==> config.mk <==
export PLATFORM = sky130hd
export DESIGN_NAME = openram_scan_master
export DESIGN_NICKNAME = d
export VERILOG_FILES = /design/src/rtl/openram_scan_pkg.sv /design/src/rtl/openram_scan_shifter.sv /design/src/rtl/openram_scan_master.sv
export SDC_FILE = /design/constraint.sdc
export NUM_CORES = 1
export LEC_CHECK = 0
export ABC_AREA = 1
export ABC_CLOCK_PERIOD_IN_PS = 2400
export CAP_MARGIN = 20
export CORE_UTILIZATION = 49
export CTS_BUF_LIST = sky130_fd_sc_hd__clkbuf_4
export DETAILED_ROUTE_END_ITERATION = 12
export PLACE_DENSITY = 0.86
export REMOVE_ABC_BUFFERS = 1
export SLEW_MARGIN = 20
export SYNTH_ARGS = -nofsm -noshare
export SYNTH_HDL_FRONTEND = slang
export SYNTH_SLANG_ARGS = --single-unit
==> constraint.sdc <==
create_clock -name clk -period 2.4 [get_ports clk]
set_input_delay 0.6 -clock clk [delete_from_list [all_inputs] [get_ports clk]]
set_output_delay 0.6 -clock clk [all_outputs]
set_load 0.01 [all_outputs]
==> src/rtl/openram_scan_pkg.sv <==
// Shared constants, field layout and state encoding for the OpenRAM testchip scan master.
package openram_scan_pkg;

    localparam int unsigned TOTAL_SIZE = 112;
    localparam int unsigned CNT_W      = $clog2(TOTAL_SIZE);

    localparam int unsigned SELECT_MSB = 111;
    localparam int unsigned SELECT_LSB = 108;
    localparam int unsigned ADDR0_MSB  = 107;
    localparam int unsigned ADDR0_LSB  = 92;
    localparam int unsigned DIN0_MSB   = 91;
    localparam int unsigned DIN0_LSB   = 60;
    localparam int unsigned CSB0       = 59;
    localparam int unsigned WEB0       = 58;
    localparam int unsigned WMASK0_MSB = 57;
    localparam int unsigned WMASK0_LSB = 54;
    localparam int unsigned ADDR1_MSB  = 53;
    localparam int unsigned ADDR1_LSB  = 38;
    localparam int unsigned DIN1_MSB   = 37;
    localparam int unsigned DIN1_LSB   = 6;
    localparam int unsigned CSB1       = 5;
    localparam int unsigned WEB1       = 4;
    localparam int unsigned WMASK1_MSB = 3;
    localparam int unsigned WMASK1_LSB = 0;

    typedef logic [TOTAL_SIZE-1:0] scan_word_t;

    function automatic scan_word_t field_mask(input int unsigned msb, input int unsigned lsb);
        scan_word_t m;
        m = '0;
        for (int unsigned i = lsb; i <= msb; i++) m[i] = 1'b1;
        return m;
    endfunction

    // Data-in fields legitimately change between command and readback
    localparam scan_word_t DATA_MASK = field_mask(DIN0_MSB, DIN0_LSB) | field_mask(DIN1_MSB, DIN1_LSB);
    // Both ports deselected; parked in the chip after every readback
    localparam scan_word_t IDLE_WORD = field_mask(CSB0, CSB0) | field_mask(CSB1, CSB1);

    typedef enum logic [2:0] {
        ST_IDLE,
        ST_SHIFT_IN,
        ST_EXEC,
        ST_LOAD,
        ST_SHIFT_OUT,
        ST_RESP
    } state_e;

endpackage

==> src/rtl/openram_scan_shifter.sv <==
// Parallel-load shift register, MSB-first serial out and LSB serial in.
module openram_scan_shifter #(
    parameter int unsigned WIDTH = 8
) (
    input  logic             clk,
    input  logic             resetn,
    input  logic             load,
    input  logic [WIDTH-1:0] load_data,
    input  logic             shift_en,
    input  logic             sin,
    output logic             sout,
    output logic [WIDTH-1:0] data
);

    logic [WIDTH-1:0] data_d;
    logic [WIDTH-1:0] data_q;

    always_comb begin
        data_d = data_q;
        if (load) begin
            data_d = load_data;
        end else if (shift_en) begin
            data_d = {data_q[WIDTH-2:0], sin};
        end
    end

    always_ff @(posedge clk) begin
        if (!resetn) begin
            data_q <= '0;
        end else begin
            data_q <= data_d;
        end
    end

    assign sout = data_q[WIDTH-1];
    assign data = data_q;

endmodule

==> src/rtl/openram_scan_master.sv <==
// Host-side scan driver for the OpenRAM testchip: shift in, execute, load, shift out, respond.
// Optional OPENRAM_SCAN_CHECK_EN compares non-data bits of the readback against the command.
module openram_scan_master
    import openram_scan_pkg::*;
#(
    parameter int unsigned EXEC_CYCLES = 4
) (
    input  logic                  clk,
    input  logic                  resetn,
    input  logic                  cmd_valid,
    output logic                  cmd_ready,
    input  logic [TOTAL_SIZE-1:0] cmd_data,
    input  logic                  cmd_no_read,
    output logic                  rsp_valid,
    input  logic                  rsp_ready,
    output logic [TOTAL_SIZE-1:0] rsp_data,
    output logic                  rsp_mismatch,
    output logic                  scan_out,
    output logic                  scan_en,
    output logic                  sram_load,
    input  logic                  scan_in,
    output logic                  csb_hold,
    output logic                  busy
);

    state_e             state_q, state_d;
    logic [CNT_W-1:0]   cnt_q, cnt_d;
    logic               no_read_q, no_read_d;
    logic               scan_en_q, scan_en_d;
    logic               sram_load_q, sram_load_d;
    logic               csb_hold_q, csb_hold_d;
    logic               rsp_valid_q, rsp_valid_d;
    logic               cmd_ready_q, cmd_ready_d;
    logic               busy_q, busy_d;
    logic               accept;
    logic               sh_load;
    scan_word_t         sh_load_data;
    scan_word_t         sh_data;

    assign accept = cmd_valid && cmd_ready_q;

    // Pin outputs track the state one cycle late, so shifting is aligned to the registered scan_en
    always_comb begin
        state_d      = state_q;
        cnt_d        = cnt_q;
        no_read_d    = no_read_q;
        sh_load      = 1'b0;
        sh_load_data = cmd_data;

        case (state_q)
            ST_IDLE: begin
                if (accept) begin
                    state_d   = ST_SHIFT_IN;
                    cnt_d     = CNT_W'(TOTAL_SIZE - 1);
                    no_read_d = cmd_no_read;
                    sh_load   = 1'b1;
                end
            end
            ST_SHIFT_IN: begin
                if (cnt_q == '0) begin
                    state_d = ST_EXEC;
                    cnt_d   = CNT_W'(EXEC_CYCLES - 1);
                end else begin
                    cnt_d = cnt_q - CNT_W'(1);
                end
            end
            ST_EXEC: begin
                if (cnt_q == '0) begin
                    state_d = no_read_q ? ST_IDLE : ST_LOAD;
                end else begin
                    cnt_d = cnt_q - CNT_W'(1);
                end
            end
            ST_LOAD: begin
                state_d      = ST_SHIFT_OUT;
                cnt_d        = CNT_W'(TOTAL_SIZE - 1);
                sh_load      = 1'b1;
                sh_load_data = IDLE_WORD;
            end
            ST_SHIFT_OUT: begin
                if (cnt_q == '0) begin
                    state_d = ST_RESP;
                end else begin
                    cnt_d = cnt_q - CNT_W'(1);
                end
            end
            ST_RESP: begin
                if (rsp_valid_q && rsp_ready) begin
                    state_d = ST_IDLE;
                end
            end
            default: state_d = ST_IDLE;
        endcase

        scan_en_d   = (state_q == ST_SHIFT_IN) || (state_q == ST_SHIFT_OUT);
        sram_load_d = (state_q == ST_LOAD);
        csb_hold_d  = (state_q != ST_EXEC);
        rsp_valid_d = (state_q == ST_RESP) && (state_d == ST_RESP);
        cmd_ready_d = (state_q == ST_IDLE) && (state_d == ST_IDLE);
        busy_d      = !cmd_ready_d;
    end

    always_ff @(posedge clk) begin
        if (!resetn) begin
            state_q     <= ST_IDLE;
            cnt_q       <= '0;
            no_read_q   <= 1'b0;
            scan_en_q   <= 1'b0;
            sram_load_q <= 1'b0;
            csb_hold_q  <= 1'b1;
            rsp_valid_q <= 1'b0;
            cmd_ready_q <= 1'b1;
            busy_q      <= 1'b0;
        end else begin
            state_q     <= state_d;
            cnt_q       <= cnt_d;
            no_read_q   <= no_read_d;
            scan_en_q   <= scan_en_d;
            sram_load_q <= sram_load_d;
            csb_hold_q  <= csb_hold_d;
            rsp_valid_q <= rsp_valid_d;
            cmd_ready_q <= cmd_ready_d;
            busy_q      <= busy_d;
        end
    end

    // One register serves as outgoing word and capture; the chip shifts on the same edges
    openram_scan_shifter #(
        .WIDTH (TOTAL_SIZE)
    ) u_shifter (
        .clk       (clk),
        .resetn    (resetn),
        .load      (sh_load),
        .load_data (sh_load_data),
        .shift_en  (scan_en_q),
        .sin       (scan_in),
        .sout      (scan_out),
        .data      (sh_data)
    );

`ifdef OPENRAM_SCAN_CHECK_EN
    scan_word_t cmd_copy_q, cmd_copy_d;
    scan_word_t cap_next;
    logic       rsp_mismatch_q, rsp_mismatch_d;

    // Judge the word as it will stand after this edge, so the flag appears with rsp_valid
    always_comb begin
        cmd_copy_d = cmd_copy_q;
        if ((state_q == ST_IDLE) && accept) begin
            cmd_copy_d = cmd_data;
        end
        cap_next       = scan_en_q ? {sh_data[TOTAL_SIZE-2:0], scan_in} : sh_data;
        rsp_mismatch_d = rsp_valid_d && (|((cap_next ^ cmd_copy_q) & ~DATA_MASK));
    end

    always_ff @(posedge clk) begin
        if (!resetn) begin
            cmd_copy_q     <= '0;
            rsp_mismatch_q <= 1'b0;
        end else begin
            cmd_copy_q     <= cmd_copy_d;
            rsp_mismatch_q <= rsp_mismatch_d;
        end
    end

    assign rsp_mismatch = rsp_mismatch_q;
`else
    assign rsp_mismatch = 1'b0;
`endif

    assign rsp_data  = sh_data;
    assign scan_en   = scan_en_q;
    assign sram_load = sram_load_q;
    assign csb_hold  = csb_hold_q;
    assign rsp_valid = rsp_valid_q;
    assign cmd_ready = cmd_ready_q;
    assign busy      = busy_q;

endmodule
==> flow_metrics.tcl, run 1 <==
set metrics [dict create \
    fillers 1004 \
    drcViolationCount 0 \
    cellPowerDensity_nw_per_um2 677 \
    crit_family "buffers and inverters" \
    h-tree-depth 4 \
    status "finished, final reports clean" \
    num_rows 40 \
    finalSetupViolCount 0 \
    rsz0062_at_grt "no" \
    cp_num_buf_inv 1 \
    synth_top_family_by_area "simple AND/OR/NAND/NOR gates" \
    wl_per_cell_um 13.4 \
    ctsHoldBuffers 0 \
    grt_overflow_total 0 \
    synth-xor-area-share_pct 0.429 \
    final-seq-area_um2 2580 \
    clock_skew_ps 19.1 \
    critical-path-max-stage-delay_ps 600 \
    layout_setup_ws_ps 289 \
    path_max_fanout 3 \
    post_synth_num_cell_types 23 \
    synthSimpleGateAreaFrac_pct 38.2 \
    crit_chain "clkdlybuf4s50_1" \
    place_hpwl_um 12100 \
    min_period_ps 2110 \
    critPathCaptureType "primary output" \
    post_cts_buffers 0 \
    drt-initial-drc-count 469 \
    min_path_type "reg2reg" \
    antenna_cells 0 \
    io_pins 238 \
    clkTransAtPathRegs_ps 100 \
    viasPerCell 4.92 \
    multiInputGateArea_um2 3130 \
    yosysWarnings 0 \
    grt_pass1_wl_um 30000 \
    post_cts_resized 0 \
    area_growth_pct 45.1 \
    vias 6722 \
    clk_latency_ps 520 \
    place.gp.congestion 0.808 \
    fin_total_pwr_mw 6.02 \
    drive_gt1_share_pct 4.25 \
    cts_buffers 17 \
    synth_compound_area_share_pct 11.9 \
    port_buffers 236 \
    cp_slowest_cell "clkdlybuf4s50_1" \
    wl_um 18300 \
    synth_mux_area_share_pct 0 \
    initial_core_util_pct 50.6 \
    grt_antenna_before_repair 0 \
    syn_inst 979 \
    reg2reg_depth 6 \
    ir_drop_uv 383 \
    synthAdderAreaFrac_pct 0.408 \
    crit_type "reg2out" \
    arrival_ps 1510 \
    globalRouteTotalUtil_pct 28.8 \
    fp.dieW_um 114 \
    yosys_register_bits 129 \
    die_h_um 114 \
    place_ws_ps 168 \
    cp_data_required_time_ps 1800 \
    synth_area_um2 6130 \
    nets 1309 \
    hold_violations 0 \
    cap_violations 0 \
    slew_viol_final 0 \
    syn_avg_cell_area_um2 6.26 \
    clockRootBuffer "clkbuf_4" \
    cts_num_sinks 129 \
    path_depth 1 \
    timing.final.crit_share_pct 88.0 \
    fmax_ghz 0.474 \
    leakage_nw 3.86 \
    start_kind "flop" \
    cts_tree "yes" \
    design.core.area_um2 12100 \
    yosysSeqAreaShare_pct 42.1 \
    max-clock-path-buffers 2 \
    antenna_left 0 \
    grt_start_max_net_pins 89 \
    dieArea_um2 13000 \
    drtPass1Iterations 5 \
    grt_pass1_vias 6143 \
    hold_depth 2 \
]
## worst paths after layout
check | from | slack [ps] | endpoint
hold / removal | u_shifter.data[69] | 480 | u_shifter.data[69]
setup / recovery | u_shifter.data[66] | 290 | rsp_data[66]
hold reg to reg | u_shifter.data[69] | 480 | u_shifter.data[69]
setup reg to reg | state_q[1] | 740 | u_shifter.data[101]
## cell type report
type / count / share of cell area (%)
Sequential cell: 129 / 29.0
Clock buffer: 20 / 1.69
Tap cell: 168 / 2.36
Clock inverter: 9 / 1.06
Multi-Input combinational cell: 752 / 35.2
Inverter: 36 / 1.52
Timing Repair Buffer: 253 / 29.1
## cell usage in the layout, fill, tap and decap left out
cell type and n:
nand3_2 1, a21oi_4 1, a21oi_1 91, buf_12 8, nor2_1 78, a31oi_1 1
ha_1 2, clkbuf_4 20, nand3_1 22, nand4_4 1, nor3b_1 1, clkdlybuf4s50_1 236
clkinv_2 3, conb_1 1, o21ai_0 50, buf_4 9, xor2_1 3, bufinv_16 2
nor3_1 1, clkinv_1 3, inv_1 33, nor2_4 2, inv_2 3, nand4_1 4
dfxtp_1 129, clkinvlp_4 1, nand2_1 493
## state kept, by name (all words and copies together), names as in the netlist
name            flops
cmd_ready           1
csb_hold            1
u_shifter.data    112
no_read_q           1
sram_load           1
scan_en             1
busy                1
cnt_q               7
state_q             3
rsp_valid           1
## Yosys cell counts
library cell | number | area (um2)
inv_1 | 33 | 124
nor3_1 | 1 | 5.00
buf_2 | 23 | 115
clkbuf_1 | 32 | 120
buf_4 | 7 | 52.6
xor2_1 | 3 | 26.3
conb_1 | 1 | 3.75
dfxtp_1 | 129 | 2580
nand2_1 | 493 | 1850
nand3_2 | 1 | 10.0
a21oi_4 | 1 | 16.3
nor2_2 | 1 | 6.26
o21ai_0 | 50 | 250
nor3b_1 | 1 | 7.51
ha_1 | 2 | 25.0
nor2_1 | 78 | 293
nand4_4 | 1 | 21.3
nand3_1 | 22 | 110
a31oi_1 | 1 | 6.26
a21oi_1 | 91 | 455
nor2_4 | 1 | 11.3
inv_2 | 3 | 11.3
nand4_1 | 4 | 25.0
## through the flow
stage	cell area (um2)	utilization [%]	instances	setup TNS [ps]	hold slack (ps)
detailed placement	8650	71.4	1338	0	471
CTS	8890	73.4	1367	0	486
floorplan	5840	-	917	-94010	478
global placement	8650	71.4	1338	0	466
global route	8890	73.4	1367	0	504
finish	8890	73.4	1367	0	485
## kinds of logic (layout without fill, tap and decap cells)
logic type	after synthesis	after routing
AOI/OAI and AO/OA	143	143
xor gates and xnor gates	3	3
adders and majority gates	2	2
buffers and inverters	98	318
DFF	129	129
other	1	1
and+or+nand+nor	603	603
## metal layers
metal	global-route usage [%]	routed length (um)
met4	7.36	279
met3	8.18	1380
met2	48.3	8790
met1	36.5	7870
met5	0	0
## power breakdown
group | leakage (nW) | internal [mW] | switching (mW)
registers | 1.05 | 2.37 | 0.189
clock network | 0.137 | 0.620 | 0.758
logic | 2.67 | 0.953 | 1.12
total | 3.86 | 3.95 | 2.07
No activity file was read; power rests on OpenSTA's default activity.
==> run 2: changes to the inputs <==
--- a/config.mk
+++ b/config.mk
@@ -11,6 +11,7 @@
 export CORE_UTILIZATION = 49
 export CTS_BUF_LIST = sky130_fd_sc_hd__clkbuf_4
 export DETAILED_ROUTE_END_ITERATION = 12
+export GPL_ROUTABILITY_DRIVEN = 0
 export PLACE_DENSITY = 0.86
 export REMOVE_ABC_BUFFERS = 1
 export SLEW_MARGIN = 20
==> results of run 2 <==
No change in the layout: final DEF, timing and power equal those of run 1.
==> run 3: changes to the inputs <==
--- a/config.mk
+++ b/config.mk
@@ -10,6 +10,7 @@
 export CAP_MARGIN = 20
 export CORE_UTILIZATION = 49
 export CTS_BUF_LIST = sky130_fd_sc_hd__clkbuf_4
+export CTS_CLUSTER_SIZE = 8
 export DETAILED_ROUTE_END_ITERATION = 12
 export GPL_ROUTABILITY_DRIVEN = 0
 export PLACE_DENSITY = 0.86
==> results of run 3 <==
No change in the layout: final DEF, timing and power equal those of run 1.
